==> src/rtl/general_register_pkg.sv <==
// Shared types and helpers for the general register file arbiter:
// operand-width encoding, register indices, arbiter states and byte-lane decode.
package general_register_pkg;

    typedef enum logic [1:0] {
        W8  = 2'b00,
        W16 = 2'b01,
        W32 = 2'b10
    } reg_width_t;

    localparam int NUM_REGS = 8;

    localparam logic [2:0] EAX = 3'd0;
    localparam logic [2:0] ECX = 3'd1;
    localparam logic [2:0] EDX = 3'd2;
    localparam logic [2:0] EBX = 3'd3;
    localparam logic [2:0] ESP = 3'd4;
    localparam logic [2:0] EBP = 3'd5;
    localparam logic [2:0] ESI = 3'd6;
    localparam logic [2:0] EDI = 3'd7;

    typedef enum logic [1:0] {
        ST_IDLE   = 2'b00,
        ST_ACCESS = 2'b01,
        ST_LOCKED = 2'b10
    } arb_state_t;

    // Byte-register encodings 4-7 (AH..BH) alias the second byte of EAX..EBX.
    function automatic logic [2:0] phys_index(input logic [1:0] width, input logic [2:0] sel);
        return (width == W8) ? {1'b0, sel[1:0]} : sel;
    endfunction

    // Reserved width 2'b11 falls through to the full 32-bit mask.
    function automatic logic [31:0] lane_mask(input logic [1:0] width, input logic [2:0] sel);
        if (width == W8) begin
            return sel[2] ? 32'h0000_FF00 : 32'h0000_00FF;
        end
        if (width == W16) begin
            return 32'h0000_FFFF;
        end
        return 32'hFFFF_FFFF;
    endfunction

    function automatic logic [4:0] lane_shift(input logic [1:0] width, input logic [2:0] sel);
        return (width == W8 && sel[2]) ? 5'd8 : 5'd0;
    endfunction

endpackage

==> src/rtl/round_robin_arbiter.sv <==
// Round-robin grant with lock hold. Grant is combinational from req; the pointer
// remembers the last granted requester so the next one in order gets priority.
module round_robin_arbiter
    import general_register_pkg::*;
#(
    parameter int N_REQ = 3,
    localparam int IDX_W = (N_REQ > 1) ? $clog2(N_REQ) : 1
) (
    input  logic              clk,
    input  logic              reset,
    input  logic [N_REQ-1:0]  req,
    input  logic [N_REQ-1:0]  lock,
    input  logic [N_REQ-1:0]  ack,
    output logic              grant_valid,
    output logic [IDX_W-1:0]  grant_idx,
    output arb_state_t        state
);

    logic [IDX_W-1:0] ptr;
    logic [IDX_W-1:0] cand;
    logic [N_REQ-1:0] eligible;
    logic             owner_locked;
    arb_state_t       next_state;

    always_comb begin
        grant_valid  = 1'b0;
        grant_idx    = ptr;
        cand         = '0;
        eligible     = req & ~ack;
        next_state   = ST_IDLE;
        owner_locked = (state == ST_LOCKED) && lock[ptr];

        // A lock owner streams back-to-back accesses, so its own ack does not block it.
        if (owner_locked) begin
            grant_valid = req[ptr];
        end else begin
            for (int k = 1; k <= N_REQ; k++) begin
                cand = IDX_W'((int'(ptr) + k) % N_REQ);
                if (!grant_valid && eligible[cand]) begin
                    grant_valid = 1'b1;
                    grant_idx   = cand;
                end
            end
        end

        if (grant_valid) begin
            next_state = lock[grant_idx] ? ST_LOCKED : ST_ACCESS;
        end else if (owner_locked) begin
            next_state = ST_LOCKED;
        end
    end

    always_ff @(posedge clk) begin
        if (reset) begin
            state <= ST_IDLE;
            ptr   <= IDX_W'(N_REQ - 1);
        end else begin
            state <= next_state;
            if (grant_valid) begin
                ptr <= grant_idx;
            end
        end
    end

endmodule

==> src/rtl/general_register_file_arbiter.sv <==
// Eight 32-bit x86-style general registers shared by N_REQ requesters. One access
// completes per clock; ack and rdata appear the cycle after the grant.
module general_register_file_arbiter
    import general_register_pkg::*;
#(
    parameter int N_REQ = 3
) (
    input  logic                   clk,
    input  logic                   reset,
    input  logic [N_REQ-1:0]       req,
    input  logic [N_REQ-1:0]       lock,
    input  logic [N_REQ-1:0]       we,
    input  logic [N_REQ-1:0][2:0]  register,
    input  logic [N_REQ-1:0][1:0]  bit_width,
    input  logic [N_REQ-1:0][31:0] wdata,
    output logic [N_REQ-1:0]       ack,
    output logic [31:0]            rdata,
    output logic                   busy
);

    localparam int IDX_W = (N_REQ > 1) ? $clog2(N_REQ) : 1;

    logic [31:0]      regs [NUM_REGS];
    logic             grant_valid;
    logic [IDX_W-1:0] grant_idx;
    arb_state_t       arb_state;
    logic [2:0]       sel_index;
    logic [31:0]      sel_mask;
    logic [4:0]       sel_shift;
    logic [31:0]      read_value;
    logic [31:0]      write_value;

    round_robin_arbiter #(.N_REQ(N_REQ)) u_arbiter (
        .clk         (clk),
        .reset       (reset),
        .req         (req),
        .lock        (lock),
        .ack         (ack),
        .grant_valid (grant_valid),
        .grant_idx   (grant_idx),
        .state       (arb_state)
    );

    assign busy = (arb_state == ST_LOCKED);

    always_comb begin
        sel_index   = phys_index(bit_width[grant_idx], register[grant_idx]);
        sel_mask    = lane_mask(bit_width[grant_idx], register[grant_idx]);
        sel_shift   = lane_shift(bit_width[grant_idx], register[grant_idx]);
        read_value  = (regs[sel_index] & sel_mask) >> sel_shift;
        write_value = (regs[sel_index] & ~sel_mask) | ((wdata[grant_idx] << sel_shift) & sel_mask);
    end

    // rdata carries the field as it stood before this edge, so a write reports the old value.
    always_ff @(posedge clk) begin
        if (reset) begin
            for (int i = 0; i < NUM_REGS; i++) begin
                regs[i] <= '0;
            end
            ack   <= '0;
            rdata <= '0;
        end else begin
            ack   <= '0;
            rdata <= '0;
            if (grant_valid) begin
                ack[grant_idx] <= 1'b1;
                rdata          <= read_value;
                if (we[grant_idx]) begin
                    regs[sel_index] <= write_value;
                end
            end
        end
    end

endmodule

==> config.mk <==
export PLATFORM = sky130hd
export DESIGN_NAME = general_register_file_arbiter
export DESIGN_NICKNAME = d
export VERILOG_FILES = /design/src/rtl/general_register_pkg.sv /design/src/rtl/round_robin_arbiter.sv /design/src/rtl/general_register_file_arbiter.sv
export SDC_FILE = /design/constraint.sdc
export NUM_CORES = 1
export LEC_CHECK = 0
export BUFFER_PORTS_ARGS = -buffer_cell sky130_fd_sc_hd__buf_2
export CORE_ASPECT_RATIO = 1.2
export CORE_UTILIZATION = 39
export DETAILED_ROUTE_END_ITERATION = 8
export GPL_TIMING_DRIVEN = 0
export PLACE_DENSITY_LB_ADDON = 0.2
export SYNTH_ARGS = -nofsm -noshare
export SYNTH_HDL_FRONTEND = slang
export SYNTH_SLANG_ARGS = --single-unit
==> constraint.sdc <==
create_clock -name clk -period 12.45 [get_ports clk]
set_input_delay 0 -clock clk [delete_from_list [all_inputs] [get_ports clk]]
set_output_delay 0 -clock clk [all_outputs]
set_load 0.1 [all_outputs]
---- Word-level counts from Yosys, hierarchy flattened ----
Memories as Yosys holds them, arrays and structs flattened.
Index checks and enable logic that the tools add are counted.
storage, ports and cells
  word-level logic and storage cells ...... 93
  memories ................................ 1
  output and inout port bits .............. 36
  flip-flop bits (word level) ............. 39
  input port bits ......................... 122
  RAM bits ................................ 256
cells by class
  $lt $le $gt $ge ......................... 6
  add/subtract/negate cells ............... 3
  reduce and logical (&&, ||, !) cells .... 10
  multiplexer cells ....................... 54
  shift-type cells ........................ 2
  eq/ne operators ......................... 2
  bitwise gates (word level) .............. 8
  div/mod/pow operators ................... 3
memories
  name  depth  width  read ports  clocked after Yosys merged registers in  wr ports  RTL line                             text
  regs  8      32     1           0                                        8         general_register_file_arbiter.sv:23  logic [31:0] regs [NUM_REGS];
operators by type and width
  kind                                                                           count
  32-bit 2-to-1 mux                                                              6
  32-bit bitwise AND                                                             3
  32-bit by 3-bit modulo with 32-bit output (second input constant)              3
  32-bit binary-select mux with 2-bit select                                     1
  32-bit inverter                                                                1
  32-bit OR                                                                      1
  32-bit OR reduction                                                            1
  32-bit by 4-bit left shift with 32-bit output                                  1
  32-bit by 4-bit >> shifter with 32-bit output                                  1
  1-bit 2-to-1 mux                                                               24
  16-bit 2-to-1 mux                                                              1
  2-bit 2-to-1 mux                                                               8
  2-bit by 3-bit less-than comparator with 1-bit output (second input constant)  5
  1-bit binary-select mux with 2-bit select                                      7
  3-bit 2-to-1 mux                                                               3
  2-bit by 2-bit adder with 3-bit output (second input constant)                 2
  3-bit binary-select mux with 2-bit select                                      1
  1-bit logical AND                                                              5
  2-bit binary-select mux with 2-bit select                                      1
  4-bit 2-to-1 mux                                                               1
  2-bit by 1-bit adder with 3-bit output (second input constant)                 1
  3-bit bitwise AND                                                              1
  3-bit inverter                                                                 1
  1-bit demux with 2-bit select                                                  1
  other kinds (7)                                                                8

---- Longest topological paths before layout ----
Gate-level depths: netlist of run 1.
  depth after elaboration ................. 25
  gate-level depth with buffers ........... 18
  depth with buffers taken out ............ 12

---- Cells and area by module ----
A second synthesis of run 1 with hierarchy kept.
unflattened totals
  cells, all modules ...................... 1282
  area, all modules ....................... 14879.3 um^2
by module, submodules not included
  module                         cells each  area each (um^2)  seq. area each (um^2)  times used
  general_register_file_arbiter  1214        14350.0           8388.0                 1
  round_robin_arbiter            68          529.3             80.1                   1

---- Worst setup path after synthesis of run 1 ----
No wires, ideal clock.
  kind .................................... register to register
  start ................................... register u_arbiter.state[1]
  end ..................................... memory regs[5][0], enable pin
  slack ................................... 7.436 ns
  clock period less this slack ............ 5.014 ns
  cell stages (with the launch flop) ...... 12
  path buffers ............................ 2
  arrival ................................. 4.620 ns
  cell sequence ........................... dfxtp_1 -> nor2b_1 -> o21ai_1 -> or2_1 -> buf_4 -> a31o_2 -> a211oi_2 -> nand2_1 -> a21o_1 -> or4_1 -> buf_2 -> nand2b_1
RTL lines
  item                    RTL line                             text
  start, declared         round_robin_arbiter.sv:16            output arb_state_t state
  start signal, assigned  round_robin_arbiter.sv:58            state <= next_state;
  end, declared           general_register_file_arbiter.sv:23

==> results of run 1 <==
-- cells by family (layout without fill, tap and decap cells) --
family                   Yosys count  after routing
other                              0              1
adder cells (fa/ha/maj)            2              2
buffers and inverters             96            330
AO/OA/AOI/OAI                    212            212
AND/OR/NAND/NOR                  369            369
multiplexers                     246            246
flip-flops                       295            295
-- path summary, 6_finish.rpt --
| check | start | end | slack, ns | cells after the start |
|---|---|---|---|---|
| hold reg to reg | regs[7][8] | rdata[8] | 0.80 | 4 |
| setup reg to reg | u_arbiter.ptr[0] | regs[6][18] | 7.33 | 14 |
| hold / removal | wdata[83] | regs[2][19] | -0.009 | 4 |
| setup / recovery | u_arbiter.ptr[0] | regs[6][18] | 7.33 | 14 |
-- layout by cell type (no fill, tap or decap), types with 7 or more instances in the layout --
cell / synthesis / final
dlygate4sd3_1: 0 / 13
o221ai_2: 14 / 14
nor2_1: 202 / 202
nor3b_1: 10 / 10
buf_6: 15 / 15
a21oi_1: 51 / 51
mux2i_1: 235 / 235
o211ai_1: 10 / 10
o22ai_1: 25 / 25
buf_4: 12 / 12
nand2b_1: 25 / 17
nor3_1: 23 / 23
clkbuf_1: 33 / 37
buf_2: 23 / 180
edfxtp_1: 256 / 256
a22oi_2: 7 / 7
clkbuf_16: 0 / 31
dfxtp_1: 39 / 39
buf_12: 0 / 7
nand2_1: 72 / 72
a211oi_1: 42 / 42
clkinv_2: 0 / 10
nand2b_2: 0 / 8
o21ai_0: 25 / 25
buf_1: 7 / 7
-- worst max-delay path, stage by stage (launching register included) --
cell      delay (ns)
dfxtp_1         0.54
inv_1           0.12
ha_1            0.32
buf_6           0.14
nor3_1          0.37
a21boi_2        0.15
a31oi_1         0.58
nor2_2          0.19
nor3_1          0.45
or2_1           0.16
buf_4           0.24
buf_6           0.22
nand3_1         0.45
nand2b_2        0.58
buf_12          0.28
-- repair_timing --
action                                  in CTS  in global routing
endpoints found under the setup margin       0                  0
hold buffers                                13                  0
endpoints found under the hold margin       29                  0
-- through the flow --
step / utilization, % / instance area (µm²) / instances
after floorplan: - / 14800 / 1220
after global placement: 43.6 / 16200 / 1851
after detailed placement: 44.1 / 16400 / 1859
after CTS: 47.1 / 17500 / 1928
after global routing: 47.1 / 17500 / 1929
final: 47.1 / 17500 / 1929
-- final cells by class --
type	instances	share of cell area, %
tap	474	3.39
antenna	1	0.0143
timing repair buffer	178	6.19
buffer	92	3.11
inverter	4	0.0858
clock buffer	38	4.75
clock inverter	18	0.822
sequential	295	48.4
multi-input combinational	829	33.3
-- state kept, by name, indices dropped and copies added, names as in the netlist --
name	count
regs	256
u_arbiter.state	2
u_arbiter.ptr	2
ack	3
rdata	32
-- metal layers --
metal / up-vias / routed length, µm / share of wire [%]
met1: 5321 / 18900 / 41
met5: - / 0 / 0
met3: 95 / 2910 / 6.3
li1: 4980 / - / -
met2: 451 / 23100 / 50
met4: 0 / 1390 / 3.0
-- Yosys cell counts, types with 3 or more instances --
cell,instances
or2_1,3
a22oi_2,7
and2_1,5
o211ai_1,10
a21o_1,4
mux2i_2,5
mux2_2,3
or4_1,3
nor2b_1,4
nor2_2,3
a2bb2oi_1,3
buf_4,12
buf_2,23
nand3_1,5
buf_1,7
mux2i_4,3
a211oi_2,5
edfxtp_1,256
buf_6,15
mux2i_1,235
nand2_1,72
a21oi_1,51
nand2b_1,25
o22ai_1,25
nor3_1,23
a211oi_1,42
o21ai_0,25
o221ai_2,14
clkbuf_1,33
dfxtp_1,39
nor2_1,202
o221ai_1,3
nor3b_1,10
a2bb2oi_2,3
inv_1,4
==> metrics.cfg, run 1 <==
[status]
outcome=finished, violations left
violations=negative hold slack

[final_layout]
regArea_um2=8470
area_growth_pct=18.0
multiInputGateArea_um2=5820
layout-drive-gt1-share_pct=22.8
nFillCells=3411
fin_nets=1554

[place]
hpwl_um=31700
gp_congestion=0.817
pre_cts_slack_ns=7.43
portBuffers=157

[cts]
ctsResizeCount=0
cts_tree=built
cts_setup_buffers=0
clock_latency_ns=0.57
cts_max_level=1
clkSinkCount=295
cts_root_buf=clkbuf_16
clk_path_buf_depth=3
clk_pin_slew_ns=0.06
cts_buffers=30

[drt]
vias=10800
first_pass_iters=5
wl_per_cell_um=24.0
route.detailed.drc=0
drtAntennaViolNets=0
routed_wl_um=46300
drt_iter0_markers=880
avgViaCountPerCell=5.62

[global_routing]
antenna_found_initial=1
grt_max_degree=25
use_met2_pct=41.7
grt_overflow=0
grt.total_usage_pct=23.7
grt_use_met1_pct=29.5
use_met3_pct=3.24
grt-busiest-layer=met2
grt_pass1_vias=11100
grt_pass1_wl_um=67800

[yosys]
synthTopCellsByArea=edfxtp_1 (52%), mux2i_1 (16%), dfxtp_1 (5.3%)
synth_top_family_by_area=multiplexers
synth_xor_area_share_pct=0
synth_nets=1344
postSynth.asyncResetShare_pct=0
yosysWarnings=0
yosys-mux-area-fraction_pct=17.0
syn_avg_cell_area_um2=12.2
synthCells=1220
syn_area_um2=14800
synthDistinctLibCells=67
seq_area_frac_synth_pct=57.1
synthSimpleGateAreaFrac_pct=11.1
synth_fa_ha_area_share_pct=0.169
synth_top_area_cell=edfxtp_1
synth_edf_count=256
synth_seq_cells=295
synth_flop_cell=edfxtp_1
netlist.area_leader.share_pct=51.8
synth-compound-area-share_pct=10.9

[timing]
relSlewSlack_pct=20.1
slew_viol_final=0
setup_tns_ns=0
fin_skew_ns=0.00954
fin_crit_sh_pct=41.1
fmax_mhz=195
setup_ws_ns=7.33
hold_violations=1
period_needed_ns=5.12
worst_slew_pin_slew_ns=1.20
rsz0062_at_grt=no
fin_hold_ws_ns=-0.00922
setup_viol=0

[flow_run]
maxCapViolCount=0

[floorplan]
num_io_pins=158
placementRows=77
dieArea_um2=38800
start_util_pct=39.9
die_w_um=180
core_area_um2=37200
die_h_um=216

[worst_hold_path]
min_path_type=input port to register

[worst_setup_path]
cp-end-kind=register
crit_required_ns=12.71
arrival_ns=5.38
critPathKind=register to register
critPathMaxFanout=21
cp-start-kind=register

Power of run 1 is left out: the tool's default activity adds up to more than one toggle a clock period on the data nets, which glitch-free logic cannot reach.
==> run 2, diff against run 1 <==
ABC_AREA = 1   (was not set)
clock period = 4.8 ns   (was 12.45 ns; I/O delays follow)
==> run 2 against run 1 <==
Critical path depth increased by 6; clock skew shrank 0.0012 ns; utilization about the same; worst hold slack gained 0.023 ns; critical endpoint is now regs[7][6]; cell area is 0.84% lower; the run now ends clean; largest cell class unchanged; wire length rose by 5.2%; cell count rose by 26%; non-clock buffer count decreased by 4.
==> metrics.cfg, run 2 <==
[final_layout]
largest_reg_flops=256
largest_register=regs
top_regs=regs x256, rdata x32, ack x3
area_growth_pct=18.6
final_area_um2=17400
fin_nets=2059
final_common_cell=nand2_1
diodes=0
final_cell_mix=nand2_1 (700), edfxtp_1 (256), nor2_1 (233), buf_2 (211), nand3_1 (128)
layout-drive-gt1-share_pct=18.1

[worst_setup_path]
critPathMaxFanout=21
regToRegSetupSlack_ns=0.26
crit_required_ns=5.12
worst-r2r-cell-count=20
r2r-end=regs[7][6]
critPathKind=register to register
arrival_ns=4.86
cp-end-kind=register
r2r_start=u_arbiter.ptr[0]
cp-start-kind=register

[drt]
route.detailed.drc=0
drt_iter0_markers=1076
wl_per_cell_um=20.0
routed_wl_um=48700
avgViaCountPerCell=5.22
first_pass_iters=5
drtAntennaViolNets=0
vias=12700

[timing]
relSlewSlack_pct=48.7
setup_ws_ns=0.258
setup_viol=0
worst_slew_pin_slew_ns=0.767
fmax_mhz=220
fin_hold_ws_ns=0.0134
slew_viol_final=0
fin_crit_sh_pct=94.6
rsz0062_at_grt=no
period_needed_ns=4.54
setup_tns_ns=0
fin_skew_ns=0.00838
hold_violations=0

[yosys]
seq_area_frac_synth_pct=57.9
synthCells=1731
syn_avg_cell_area_um2=8.46
synth_seq_cells=295
syn_area_um2=14600
synthTopCellsByArea=edfxtp_1 (53%), nand2_1 (18%), nor2_1 (6.0%)
synth_nets=1855
synth_flop_cell=edfxtp_1
netlist.area_leader.share_pct=52.5
yosysWarnings=0
synth_edf_count=256
postSynth.asyncResetShare_pct=0
synthTopCellsByCount=nand2_1 (708), edfxtp_1 (256), nor2_1 (233)
synth_top_area_cell=edfxtp_1
synthDistinctLibCells=34
synth.most_common_cell=nand2_1

[floorplan]
placementRows=77
num_io_pins=158
start_util_pct=39.7
die_h_um=214
dieArea_um2=38300
core_area_um2=36900
die_w_um=179

[global_routing]
grt_pass1_wl_um=73300
antenna_found_initial=0
grt_pass1_vias=12500
grt_max_degree=33
grt.total_usage_pct=25.7
grt_overflow=0

[cts]
clkSinkCount=295
cts_buffers=31
clk_pin_slew_ns=0.06
cts_max_level=1
cts_tree=built
clk_path_buf_depth=3
cts_root_buf=clkbuf_16
clock_latency_ns=0.57

[worst_hold_path]
hold_depth=5
min-delay-start=wdata[30]
min_to=regs[7][30]
min_path_type=input port to register

[place]
hpwl_um=34400
pre_cts_slack_ns=-0.200
place_area_um2=16200
gp_congestion=0.906
portBuffers=157

[status]
outcome=complete, no violations

[flow_run]
maxCapViolCount=0

==> run 2: changes by cell type after synthesis, sizes merged, moves of 29 or more <==
cell	before	now
nand2	72	750
mux2i	243	0
nand3	6	129
inv	4	58
a211oi	47	0
nor2	206	242
o21ai	28	57
==> run 2: how the worst max path moves through the flow <==
stage	slack [ns]	depth (start not counted)	end	start
after floorplan	0.15	13	regs[0][0]	u_arbiter.state[1]
after global placement	-0.79	22	regs[6][7]	u_arbiter.ptr[0]
after detailed placement	-0.20	20	regs[1][2]	u_arbiter.ptr[0]
after CTS	0.05	21	regs[6][4]	u_arbiter.ptr[0]
after global routing	0.008	21	regs[7][4]	u_arbiter.ptr[0]
final	0.26	20	regs[7][6]	u_arbiter.ptr[0]
==> run 2: layout make-up <==
class,count,area (µm²)
Tap cell,474,593
Clock inverter,11,116
Clock buffer,46,990
Sequential cell,295,8470
Timing Repair Buffer,173,998
Multi-Input combinational cell,1282,5510
Buffer,93,463
Fill cell,3629,19500
Inverter,59,224
==> run 2: worst max-delay path, cell delays in order, from the launching register on <==
cell,delay (ns)
dfxtp_1,0.38
inv_1,0.15
ha_1,0.41
inv_2,0.08
nand3_2,0.09
nand2_1,0.08
nand2_1,0.10
nand2_1,0.08
nand2_1,0.06
nand2_1,0.05
nand3b_1,0.22
a21oi_4,0.38
nand2_2,0.22
nand2_1,0.17
buf_2,0.26
buf_2,0.33
nor2_4,0.09
nand2_2,0.16
buf_2,0.32
nand2_2,0.34
buf_12,0.30
==> run 2: through the flow <==
step,util (%),std cells
after floorplan,-,1731
after global placement,43.4,2362
after detailed placement,43.8,2368
after CTS,47.0,2432
after global routing,47.0,2433
final,47.0,2433
==> run 2: repair_timing <==
action / CTS / global route
setup endpoints to repair: 64 / 219
resized for setup: 2 / 2
pin swaps: 0 / 1
hold buffers: 7 / 0
buffers inserted: 0 / 3
hold endpoints to repair: 16 / 0
==> run 2: cells by family (layout without fill, tap and decap cells) <==
| group | after synthesis | in the layout | share of synthesized area (%) |
|---|---|---|---|
| buf+inv | 154 | 382 | 4.74 |
| simple gates | 1141 | 1141 | 32.0 |
| fa+ha+maj | 2 | 2 | 0.171 |
| compound gates | 139 | 139 | 5.22 |
| flops | 295 | 295 | 57.9 |
==> run 2: metal layers <==
| layer | wire [µm] | vias to the layer above | GRT usage [%] |
|---|---|---|---|
| li1 | - | 6067 | - |
| met1 | 19200 | 6038 | 32.0 |
| met2 | 24300 | 503 | 44.5 |
| met3 | 3130 | 96 | 2.89 |
| met4 | 2040 | 0 | 11.4 |
| met5 | 0 | - | 0 |
Power of run 2 is left out for the same reason.
==> run 3, diff against run 2 <==
ABC_AREA = 0   (was 1)
CORE_UTILIZATION = 40   (was 39)
HOLD_SLACK_MARGIN = 0.05   (was not set)
==> run 3 against run 2 <==
Non-clock buffer count increased by 24; wire length shrank 3.3%; cell count is 20% lower; clock skew up 0.0049 ns.
==> metrics.cfg, run 3 (synthesized netlist as in run 1, its figures left out) <==
[final_layout]
final_area_um2=18000
regArea_um2=8470
layout-drive-gt1-share_pct=24.7
top_regs=regs x256, rdata x32, ack x3
fin_nets=1575
final_common_cell=edfxtp_1
largest_reg_flops=256
nFillCells=3219
largest_register=regs
final_cells=1945
multiInputGateArea_um2=5970
area_growth_pct=21.5
final_cell_mix=edfxtp_1 (256), mux2i_1 (232), nor2_1 (201), buf_2 (179), nand2_1 (72)

[global_routing]
grt.total_usage_pct=25.1
grt_pass1_vias=11100
antenna_found_initial=1
grt_overflow=0
grt_pass1_wl_um=68800
grt_max_degree=26

[worst_hold_path]
hold_depth=5
min-delay-start=wdata[47]
min_path_type=input port to register
min_to=regs[6][15]

[timing]
hold_violations=0
worst_slew_pin_slew_ns=1.04
fin_skew_ns=0.0133
fin_hold_ws_ns=0.00159
setup_viol=0
period_needed_ns=4.66
rsz0062_at_grt=yes
relSlewSlack_pct=30.4
slew_viol_final=0
fin_crit_sh_pct=97.0
fmax_mhz=215

[place]
gp_congestion=0.819
portBuffers=157
hpwl_um=31700
dp.cells=1853
place_area_um2=16400

[worst_setup_path]
r2r_start=u_arbiter.ptr[1]
crit_required_ns=5.09
critPathKind=register to register
critPathMaxFanout=10
worst-r2r-cell-count=15
r2r-end=regs[6][24]
cp-start-kind=register
arrival_ns=4.94
regToRegSetupSlack_ns=0.14
cp-end-kind=register

[drt]
drt_iter0_markers=904
drtAntennaViolNets=0
first_pass_iters=5
vias=11100
routed_wl_um=47100
wl_per_cell_um=24.2
route.detailed.drc=0
avgViaCountPerCell=5.69

[floorplan]
die_w_um=178
num_io_pins=158
start_util_pct=40.9
dieArea_um2=37900
placementRows=76
die_h_um=213
core_area_um2=36200

[cts]
cts_max_level=1
cts_root_buf=clkbuf_16
cts_tree=built
clkSinkCount=295
clk_pin_slew_ns=0.06
cts_buffers=31
clock_latency_ns=0.57
clk_path_buf_depth=3

[status]
outcome=complete, no violations

[flow_run]
maxCapViolCount=0

## run 3: changes by cell type in the layout (fill, tap and decap cells not counted), moves of 42 or more
cell      previous run  this run
nand3_1            128         3
inv_1               51         4
a211oi_1             0        42
nand2_2             46         0
mux2i_1              0       232
nand2_1            700        72
## run 3: layer usage
layer  GRT usage [%]  up-vias  part of all wire (%)
li1                -     5027                     -
met4            8.46        0                   2.7
met5               0        -                     0
met1            32.4     5497                    42
met3            2.48       75                   6.0
met2            43.9      476                    50
## run 3: cell type report
class,count,area share (%)
buffer,92,3.15
clock buffer,44,5.15
clock inverter,13,1.06
tap,468,3.25
inverter,4,0.0834
antenna,2,0.0278
sequential,295,47.0
multi-input combinational,829,33.2
timing repair buffer,198,7.10
## run 3: how the worst max path moves through the flow
stage          slack, ns  depth (start not counted)               start           to
5_1_grt            -0.02                         15    u_arbiter.ptr[0]  regs[7][26]
3_5_place_dp       -0.29                         15    u_arbiter.ptr[0]  regs[6][26]
2_1_floorplan       0.40                         11  u_arbiter.state[1]   regs[5][0]
4_1_cts            -0.10                         13    u_arbiter.ptr[0]  regs[4][10]
3_3_place_gp       -1.45                         14    u_arbiter.ptr[0]   regs[6][3]
6_report            0.14                         15    u_arbiter.ptr[1]  regs[6][24]
## run 3: critical path, cell delays in order (launching register included)
cell	delay, ns
dfxtp_1	0.35
clkbuf_2	0.22
inv_1	0.08
ha_1	0.18
buf_2	0.18
or4b_4	0.51
o21ai_2	0.07
o32ai_1	0.11
a311oi_2	0.40
nor2_2	0.20
mux2i_2	0.24
o2bb2ai_2	0.51
nor2_1	0.18
nand3_2	0.29
clkbuf_1	0.70
nor2_1	0.13
## run 3: what timing repair did
action,4_1_cts,5_1_grt
endpoints found under the setup margin,203,472
hold buffers,30,1
endpoints found under the hold margin,59,1
gates resized for setup,11,45
setup buffers,0,2
## run 3: metrics by stage
| stage | setup WS [ns] | setup TNS, ns | utilization, % |
|---|---|---|---|
| 6_report | 0.145 | 0 | 49.7 |
| 5_1_grt | -0.0207 | -0.408 | 49.7 |
| 4_1_cts | -0.102 | -2.02 | 49.3 |
| 3_5_place_dp | -0.294 | -14.15 | 45.2 |
| 3_3_place_gp | -1.45 | -264.42 | 44.7 |
| 2_1_floorplan | 0.396 | 0 | - |
Power of run 3 is left out for the same reason.
